### src/rtl/ud_counter_bank_pkg.sv
// Shared definitions for the up/down counter bank: counting modes latched at load time.
package ud_counter_bank_pkg;

    typedef enum logic {
        MODE_WRAP = 1'b0,
        MODE_SAT  = 1'b1
    } mode_e;

endpackage

### src/rtl/ud_counter_ch.sv
// One counter channel: count, mode, sticky overflow/underflow.
// Priority per clock: load > (incr & decr) > incr > decr > hold.
module ud_counter_ch
    import ud_counter_bank_pkg::*;
#(
    parameter int SIZE = 5
) (
    input  logic            clk,
    input  logic            rst_n,
    input  logic            ld_this,
    input  logic [SIZE-1:0] ld_val,
    input  logic            ld_mode,
    input  logic            incr,
    input  logic            decr,
    input  logic            clr_stat,
    output logic [SIZE-1:0] q,
    output logic            ovf,
    output logic            unf
);

    localparam logic [SIZE-1:0] MAXV = '1;

    mode_e           mode, mode_next;
    logic [SIZE-1:0] q_next;
    logic            set_ovf, set_unf;

    always_comb begin
        q_next    = q;
        mode_next = mode;
        set_ovf   = 1'b0;
        set_unf   = 1'b0;
        if (ld_this) begin
            q_next    = ld_val;
            mode_next = mode_e'(ld_mode);
        end else if (incr && decr) begin
            q_next = q;
        end else if (incr) begin
            if (q == MAXV) begin
                set_ovf = 1'b1;
                q_next  = (mode == MODE_SAT) ? MAXV : '0;
            end else begin
                q_next = q + 1'b1;
            end
        end else if (decr) begin
            if (q == '0) begin
                set_unf = 1'b1;
                q_next  = (mode == MODE_SAT) ? '0 : MAXV;
            end else begin
                q_next = q - 1'b1;
            end
        end
    end

    // A set event in the same cycle as a clear leaves the sticky bit high.
    always_ff @(posedge clk or negedge rst_n) begin
        if (!rst_n) begin
            q    <= '0;
            mode <= MODE_WRAP;
            ovf  <= 1'b0;
            unf  <= 1'b0;
        end else begin
            q    <= q_next;
            mode <= mode_next;
            ovf  <= set_ovf | (ovf & ~clr_stat);
            unf  <= set_unf | (unf & ~clr_stat);
        end
    end

endmodule

### src/rtl/ud_counter_bank.sv
// Bank of NCH independent up/down counters with a shared load port
// and per-channel zero/max decode of the registered counts.
module ud_counter_bank
    import ud_counter_bank_pkg::*;
#(
    parameter int SIZE = 5,
    parameter int NCH  = 4,
    parameter int CH_W = (NCH > 1) ? $clog2(NCH) : 1
) (
    input  logic                clk,
    input  logic                rst_n,
    input  logic                ld,
    input  logic [CH_W-1:0]     ld_ch,
    input  logic [SIZE-1:0]     ld_val,
    input  logic                ld_mode,
    input  logic [NCH-1:0]      incr,
    input  logic [NCH-1:0]      decr,
    input  logic [NCH-1:0]      clr_stat,
    output logic [NCH*SIZE-1:0] Q,
    output logic [NCH-1:0]      zero,
    output logic [NCH-1:0]      max,
    output logic [NCH-1:0]      ovf,
    output logic [NCH-1:0]      unf
);

    // Select values at or beyond NCH match no channel, so such loads vanish.
    for (genvar i = 0; i < NCH; i++) begin : g_ch
        localparam logic [CH_W-1:0] CH_IDX = CH_W'(i);

        logic [SIZE-1:0] q_ch;

        ud_counter_ch #(
            .SIZE(SIZE)
        ) u_ch (
            .clk     (clk),
            .rst_n   (rst_n),
            .ld_this (ld && (ld_ch == CH_IDX)),
            .ld_val  (ld_val),
            .ld_mode (ld_mode),
            .incr    (incr[i]),
            .decr    (decr[i]),
            .clr_stat(clr_stat[i]),
            .q       (q_ch),
            .ovf     (ovf[i]),
            .unf     (unf[i])
        );

        assign Q[i*SIZE +: SIZE] = q_ch;
        assign zero[i]           = (q_ch == '0);
        assign max[i]            = (q_ch == '1);
    end

endmodule

### config.mk
export PLATFORM = sky130hd
export DESIGN_NAME = ud_counter_bank
export DESIGN_NICKNAME = d
export VERILOG_FILES = /design/src/rtl/ud_counter_bank_pkg.sv /design/src/rtl/ud_counter_ch.sv /design/src/rtl/ud_counter_bank.sv
export SDC_FILE = /design/constraint.sdc
export NUM_CORES = 1
export LEC_CHECK = 0
export ABC_CLOCK_PERIOD_IN_PS = 2230
export CORE_MARGIN = 2
export CORE_UTILIZATION = 47
export DETAILED_ROUTE_END_ITERATION = 16
export PLACE_DENSITY = 0.89
export SYNTH_ARGS = -nofsm -noshare
export SYNTH_HDL_FRONTEND = slang
export SYNTH_SLANG_ARGS = --single-unit
export TNS_END_PERCENT = 10
### constraint.sdc
create_clock -name clk -period 2.23 [get_ports clk]
set_input_delay 0.223 -clock clk [delete_from_list [all_inputs] [get_ports clk]]
set_output_delay 0.223 -clock clk [all_outputs]
set_load 0.005 [all_outputs]
==> results of run 1 <==
[what timing repair did]
item                                    in CTS  in global routing
endpoints found under the setup margin       7                  6
setup buffers                                4                  2
resized for setup                           13                  9
[power groups by stage]
stage / logic, W / clock network [W] / registers [W]
CTS: 0.00163 / 0.000447 / 0.000995
detailed placement: 0.00156 / 0 / 0.00100
global route: 0.00182 / 0.000479 / 0.00104
finish: 0.00167 / 0.000445 / 0.00101
global placement: 0.00151 / 0 / 0.000986
floorplan: 0.000979 / 0 / 0.000945
[metal layers]
layer | global-route usage (%) | vias up | share of wire [%]
met3 | 3.82 | 14 | 5.2
li1 | - | 1289 | -
met5 | 0 | - | 0
met1 | 31.9 | 1323 | 43
met4 | 10.5 | 0 | 1.6
met2 | 39.7 | 106 | 50
[cell families (layout without fill, tap and decap cells)]
group / Yosys count / count (layout) / synth area share (%)
buffers and inverters: 55 / 110 / 9.25
multiplexers: 14 / 14 / 5.38
XOR/XNOR: 15 / 15 / 4.79
AND/OR/NAND/NOR: 113 / 113 / 23.9
flip-flops: 32 / 32 / 29.2
AO/OA/AOI/OAI: 91 / 91 / 22.1
adder cells (fa/ha/maj): 12 / 12 / 5.47
[worst min path at each step]
| stage | endpoint |
|---|---|
| 2_1_floorplan | g_ch[0].u_ch.mode |
| 3_3_place_gp | g_ch[0].u_ch.unf |
| 3_5_place_dp | g_ch[0].u_ch.unf |
| 4_1_cts | g_ch[3].u_ch.mode |
| 5_1_grt | g_ch[1].u_ch.q[2] |
| 6_report | g_ch[1].u_ch.q[2] |
[flip-flops by register name, summed over array words and instances (netlist names)]
register        flops
g_ch.u_ch.mode      4
g_ch.u_ch.ovf       4
g_ch.u_ch.q        20
g_ch.u_ch.unf       4
[worst max-delay path, stage by stage, from the launching register on]
cell	delay (ns)
dfrtp_2	0.44
ha_2	0.21
and3_2	0.20
ha_1	0.19
buf_4	0.17
clkdlybuf4s50_1	0.44
[cell usage after synthesis, drive strengths merged, types with 3 or more instances]
library cell	instances	area, um2
a21oi	13	65.1
a22o	5	43.8
a22oi	4	30.0
a31oi	5	31.3
and3	5	32.5
and3b	3	26.3
buf	13	96.3
clkbuf	19	71.3
dfrtp	32	801
ha	12	150
inv	23	86.3
mux2	6	67.6
mux2i	8	80.1
nand2	29	109
nand2b	11	68.8
nand3	11	55.1
nand3b	4	30.0
nor2	25	101
nor2b	5	31.3
nor3	5	30.0
nor3b	3	22.5
o211ai	17	128
o21ai	25	125
o22ai	3	18.8
or3b	3	26.3
xnor2	6	52.6
xor2	9	78.8
[final cells by class]
class	instances	area (um2)
Tap cell	72	90.1
Clock buffer	6	72.6
Clock inverter	1	5.00
Fill cell	462	2030
Inverter	23	86.3
Sequential cell	32	810
Timing Repair Buffer	80	749
Multi-Input combinational cell	245	1740
[layout by cell type, fill, tap and decap left out, types with 3 or more instances in the layout]
cell | netlist | layout
and3_1 | 4 | 4
nor3b_1 | 3 | 3
inv_2 | 0 | 3
a22o_1 | 5 | 5
o21ai_0 | 25 | 25
ha_2 | 0 | 3
mux2_2 | 6 | 6
nand3b_1 | 4 | 4
xnor2_1 | 6 | 6
clkdlybuf4s50_1 | 0 | 55
a31oi_1 | 5 | 5
nand2b_1 | 11 | 11
dfrtp_1 | 32 | 25
a22oi_1 | 4 | 4
xor2_1 | 9 | 9
clkbuf_8 | 0 | 5
nand2_1 | 29 | 29
dfrtp_2 | 0 | 7
buf_4 | 8 | 22
and3b_1 | 3 | 3
ha_1 | 12 | 6
o22ai_1 | 3 | 3
mux2i_1 | 8 | 8
nand3_1 | 11 | 11
nor2b_1 | 5 | 5
nor2_1 | 24 | 24
o211ai_1 | 17 | 17
nor3_1 | 4 | 4
ha_4 | 0 | 3
inv_1 | 23 | 20
or3b_2 | 3 | 3
a21oi_1 | 13 | 13
[through the flow]
step                      area [um2]  hold WS [ns]  setup slack, ns  total power, W  cells
after floorplan                 2750       -0.0726           0.0851         0.00192    332
after global placement          3370         0.485            0.211         0.00249    446
after detailed placement        3370         0.495            0.145         0.00256    446
after CTS                       3500         0.354          -0.0248         0.00307    457
after global routing            3550         0.373          0.00795         0.00334    459
final                           3550         0.334           0.0664         0.00312    459
==> results.yml, run 1 <==
status:
  status: "completed"
critical_path:
  critPathLaunchType: "flop"
  end_kind: "primary output"
  worstPathRequired_ns: 2.01
  critPathMaxFanout: 8
  cp_data_arrival_time_ns: 1.94
  r2r_cells: 7
  critPathLaunch: "g_ch[1].u_ch.q[0]"
  r2r_slack_ns: 0.21
  endpoint: "max[1]"
  r2r-start: "g_ch[1].u_ch.q[0]"
  path_class: "reg -> out"
  r2r_end: "g_ch[1].u_ch.q[2]"
drt:
  ant_nets: 0
  first_pass_iters: 5
  drt_iter0_drc: 175
  vias_per_cell: 5.95
  wire_per_inst_um: 16.4
  wirelength_mm: 7.51
  vias: 2732
  drc: 0
placement:
  gp_congestion: 0.950
  io_buffer_count: 58
  hpwlAfterDp_mm: 5.23
sta:
  maxSlewViolCount: 0
  fin_crit_ns: 2.16
  setup_violations: 0
  slew_headroom_pct: 67.9
  period_share_pct: 97.0
  skew_ns: 0.00608
  fmax_ghz: 0.462
  grt_setup_unrepaired: "false"
  hold_viol: 0
  finalSetupTns_ns: 0
  worstMarginPinSlew_ns: 0.479
clock_network:
  cts_tree: "done"
  cts-root-buf: "clkbuf_8"
  clk_path_buf_depth: 2
  ctsHtreeMaxLevel: 2
  clk_latency_ns: 0.29
  ctsHoldBuffers: 0
  clk_pin_slew_worst_paths_ns: 0.07
  clkSinkCount: 32
  numCtsBuffers: 5
worst_hold_path:
  hp-class: "in -> async"
cells_and_area:
  fin_nets: 422
  fin_util_pct: 63.7
  diodes: 0
  drive_above_1_share_pct: 15.8
  syn2layout_area_growth_pct: 29.3
power:
  p_int_w: 0.00189
  sequentialPowerShare_pct: 32.3
  max-vdd-ir-drop_mv: 0.570
  power_frac_comb_pct: 53.4
  power_switching_w: 0.00123
  switching_share_pct: 39.5
  power_density_nw_per_um2: 879
  p_clk_share_pct: 14.3
  power.static_leakage_nw: 1.51
floorplan:
  initial_core_util_pct: 49.2
  die_y_um: 80.4
  fp.dieArea_um2: 6470
  die_x_um: 80.4
  placementRows: 27
  io_pins: 59
  core_area_um2: 5570
grt:
  grt_pass1_vias: 2578
  antenna_found_initial: 0
  grt_use_total_pct: 24.4
  grt_remaining_overflow: 0
  grt_max_degree: 33
  grt_pass1_wl_mm: 12.3
yosys:
  synth_nets: 367
  async_flop_share_pct: 100
  synth_edf_count: 0
  ys_types: 53
  ys_seq_elements: 32
  synth_area_per_cell_um2: 8.27
  yosys_most_used_dff: "dfrtp_1"
  postSynthCellCount: 332
  synth-seq-area-share_pct: 29.2
  syn-cell-area_um2: 2750
  yosysWarnings: 0
run:
  maxCapViolations: 0
No activity file was read; power rests on OpenSTA's default activity.
==> run 2: changes to the inputs <==
- CTS_BUF_LIST: unset -> sky130_fd_sc_hd__clkbuf_8 sky130_fd_sc_hd__clkbuf_16
- SKIP_CTS_REPAIR_TIMING: unset -> 1
==> results.yml, run 2 (same netlist as run 1, synthesis figures left out) <==
drt:
  vias_per_cell: 5.90
  vias: 2708
  drc: 0
  ant_nets: 0
  wirelength_mm: 7.54
  drt_iter0_drc: 238
  wire_per_inst_um: 16.4
  first_pass_iters: 5
cells_and_area:
  multi_input_area_um2: 1740
  regArea_um2: 810
  layout.cells.non_filler: 459
  mostFrequentLayoutCell: "clkdlybuf4s50_1"
  syn2layout_area_growth_pct: 29.3
  drive_above_1_share_pct: 15.8
  fin_util_pct: 63.7
  largest_reg_flops: 20
  diodes: 0
  largest_register: "g_ch.u_ch.q"
  fin_nets: 422
  most-common-layout-cells: "clkdlybuf4s50_1, nand2_1, o21ai_0, dfrtp_1, nor2_1"
  design_area_um2: 3550
  fillerInstances: 460
floorplan:
  io_pins: 59
  die_x_um: 80.4
  die_y_um: 80.4
  placementRows: 27
  fp.dieArea_um2: 6470
  core_area_um2: 5570
  initial_core_util_pct: 49.2
grt:
  grt_remaining_overflow: 0
  grt_pass1_vias: 2520
  antenna_found_initial: 0
  grt_use_total_pct: 23.9
  grt_pass1_wl_mm: 12.1
  grt_max_degree: 33
power:
  power_switching_w: 0.00123
  power_frac_comb_pct: 53.4
  switching_share_pct: 39.6
  max-vdd-ir-drop_mv: 0.569
  p_int_w: 0.00188
  power_density_nw_per_um2: 878
  p_clk_share_pct: 14.1
  power.static_leakage_nw: 1.51
  sequentialPowerShare_pct: 32.5
  total_power_w: 0.00312
placement:
  place_inst: 446
  io_buffer_count: 58
  hpwlAfterDp_mm: 5.23
  placed_cell_area_um2: 3370
  gp_congestion: 0.950
clock_network:
  cts-root-buf: "clkbuf_8"
  clk_latency_ns: 0.29
  clkSinkCount: 32
  numCtsBuffers: 5
  ctsHtreeMaxLevel: 2
  clk_path_buf_depth: 2
  cts_tree: "done"
  clk_pin_slew_worst_paths_ns: 0.07
critical_path:
  cp_top_family: "buffers and inverters"
  worstSetupPathDepth: 5
  r2r_slack_ns: 0.21
  cp_num_buf_inv: 2
  path_class: "reg -> out"
  critPathMaxFanout: 8
  critPathSlowestCell: "dfrtp_2"
  end_kind: "primary output"
  crit_chain: "ha_2 > and3_2 > ha_1 > buf_4 > clkdlybuf4s50_1"
  critPathLaunchType: "flop"
  cp_data_arrival_time_ns: 1.94
  r2r_cells: 7
  max_stage_delay_ns: 0.44
  worstPathRequired_ns: 2.01
run:
  maxCapViolations: 0
sta:
  fin_crit_ns: 2.17
  setup_violations: 0
  fmax_ghz: 0.462
  period_share_pct: 97.1
  slew_headroom_pct: 67.7
  skew_ns: 0.00373
  worstMarginPinSlew_ns: 0.482
  grt_setup_unrepaired: "false"
  maxSlewViolCount: 0
  hold_viol: 0
worst_hold_path:
  hp-class: "in -> async"
status:
  status: "completed"
-- run 2: changes by cell type in the layout (fill, tap and decap cells not counted) --
cell             before  now
inv_1                20   21
clkdlybuf4s50_1      55   56
dlygate4sd2_1         1    0
clkbuf_1              1    0
-- run 2: per-stage QoR --
step                setup TNS (ns)  setup WS (ns)  hold WS [ns]
floorplan                        0         0.0851       -0.0726
global placement                 0          0.211         0.485
detailed placement               0          0.145         0.495
CTS                         -0.741         -0.155         0.354
global route                     0       0.000353         0.373
finish                           0         0.0640         0.337
-- run 2: metal layers --
| layer | GRT usage (%) | vias up | wire length [um] |
|---|---|---|---|
| li1 | - | 1283 | - |
| met1 | 31.6 | 1297 | 3200 |
| met2 | 38.8 | 114 | 3720 |
| met3 | 3.60 | 14 | 457 |
| met4 | 9.83 | 0 | 150 |
| met5 | 0 | - | 0 |
-- run 2: power groups by stage --
stage	Combinational (W)	Clock, W	Sequential (W)
global placement	0.00151	0	0.000986
CTS	0.00158	0.000442	0.000993
global route	0.00182	0.000474	0.00105
finish	0.00166	0.000440	0.00101
detailed placement	0.00156	0	0.00100
floorplan	0.000979	0	0.000945
-- run 2: path summary, 6_finish.rpt --
check	start	to
setup / recovery	g_ch[1].u_ch.q[0]	max[1]
hold / removal	rst_n	g_ch[1].u_ch.q[2]
setup reg to reg	g_ch[1].u_ch.q[0]	g_ch[1].u_ch.q[2]
hold reg to reg	g_ch[0].u_ch.unf	g_ch[0].u_ch.unf
max in group asynchronous	rst_n	g_ch[2].u_ch.q[0]
min in group clk	clr_stat[3]	g_ch[3].u_ch.ovf
-- run 2: worst register-to-register path, cell delays in order, from the launching register on --
cell	delay (ns)
dfrtp_2	0.44
ha_2	0.21
and3_2	0.20
ha_1	0.19
or3b_2	0.44
a21oi_1	0.14
o21ai_0	0.10
a41oi_1	0.21
-- run 2: area by class of cell --
class                   count  area share (%)
well taps                  72            2.54
flip-flops and latches     32            22.8
multi-input cells         245            48.9
inverters                  23            2.43
repair buffers             80            21.1
clock buffers               5            1.94
clock inverters             2           0.247
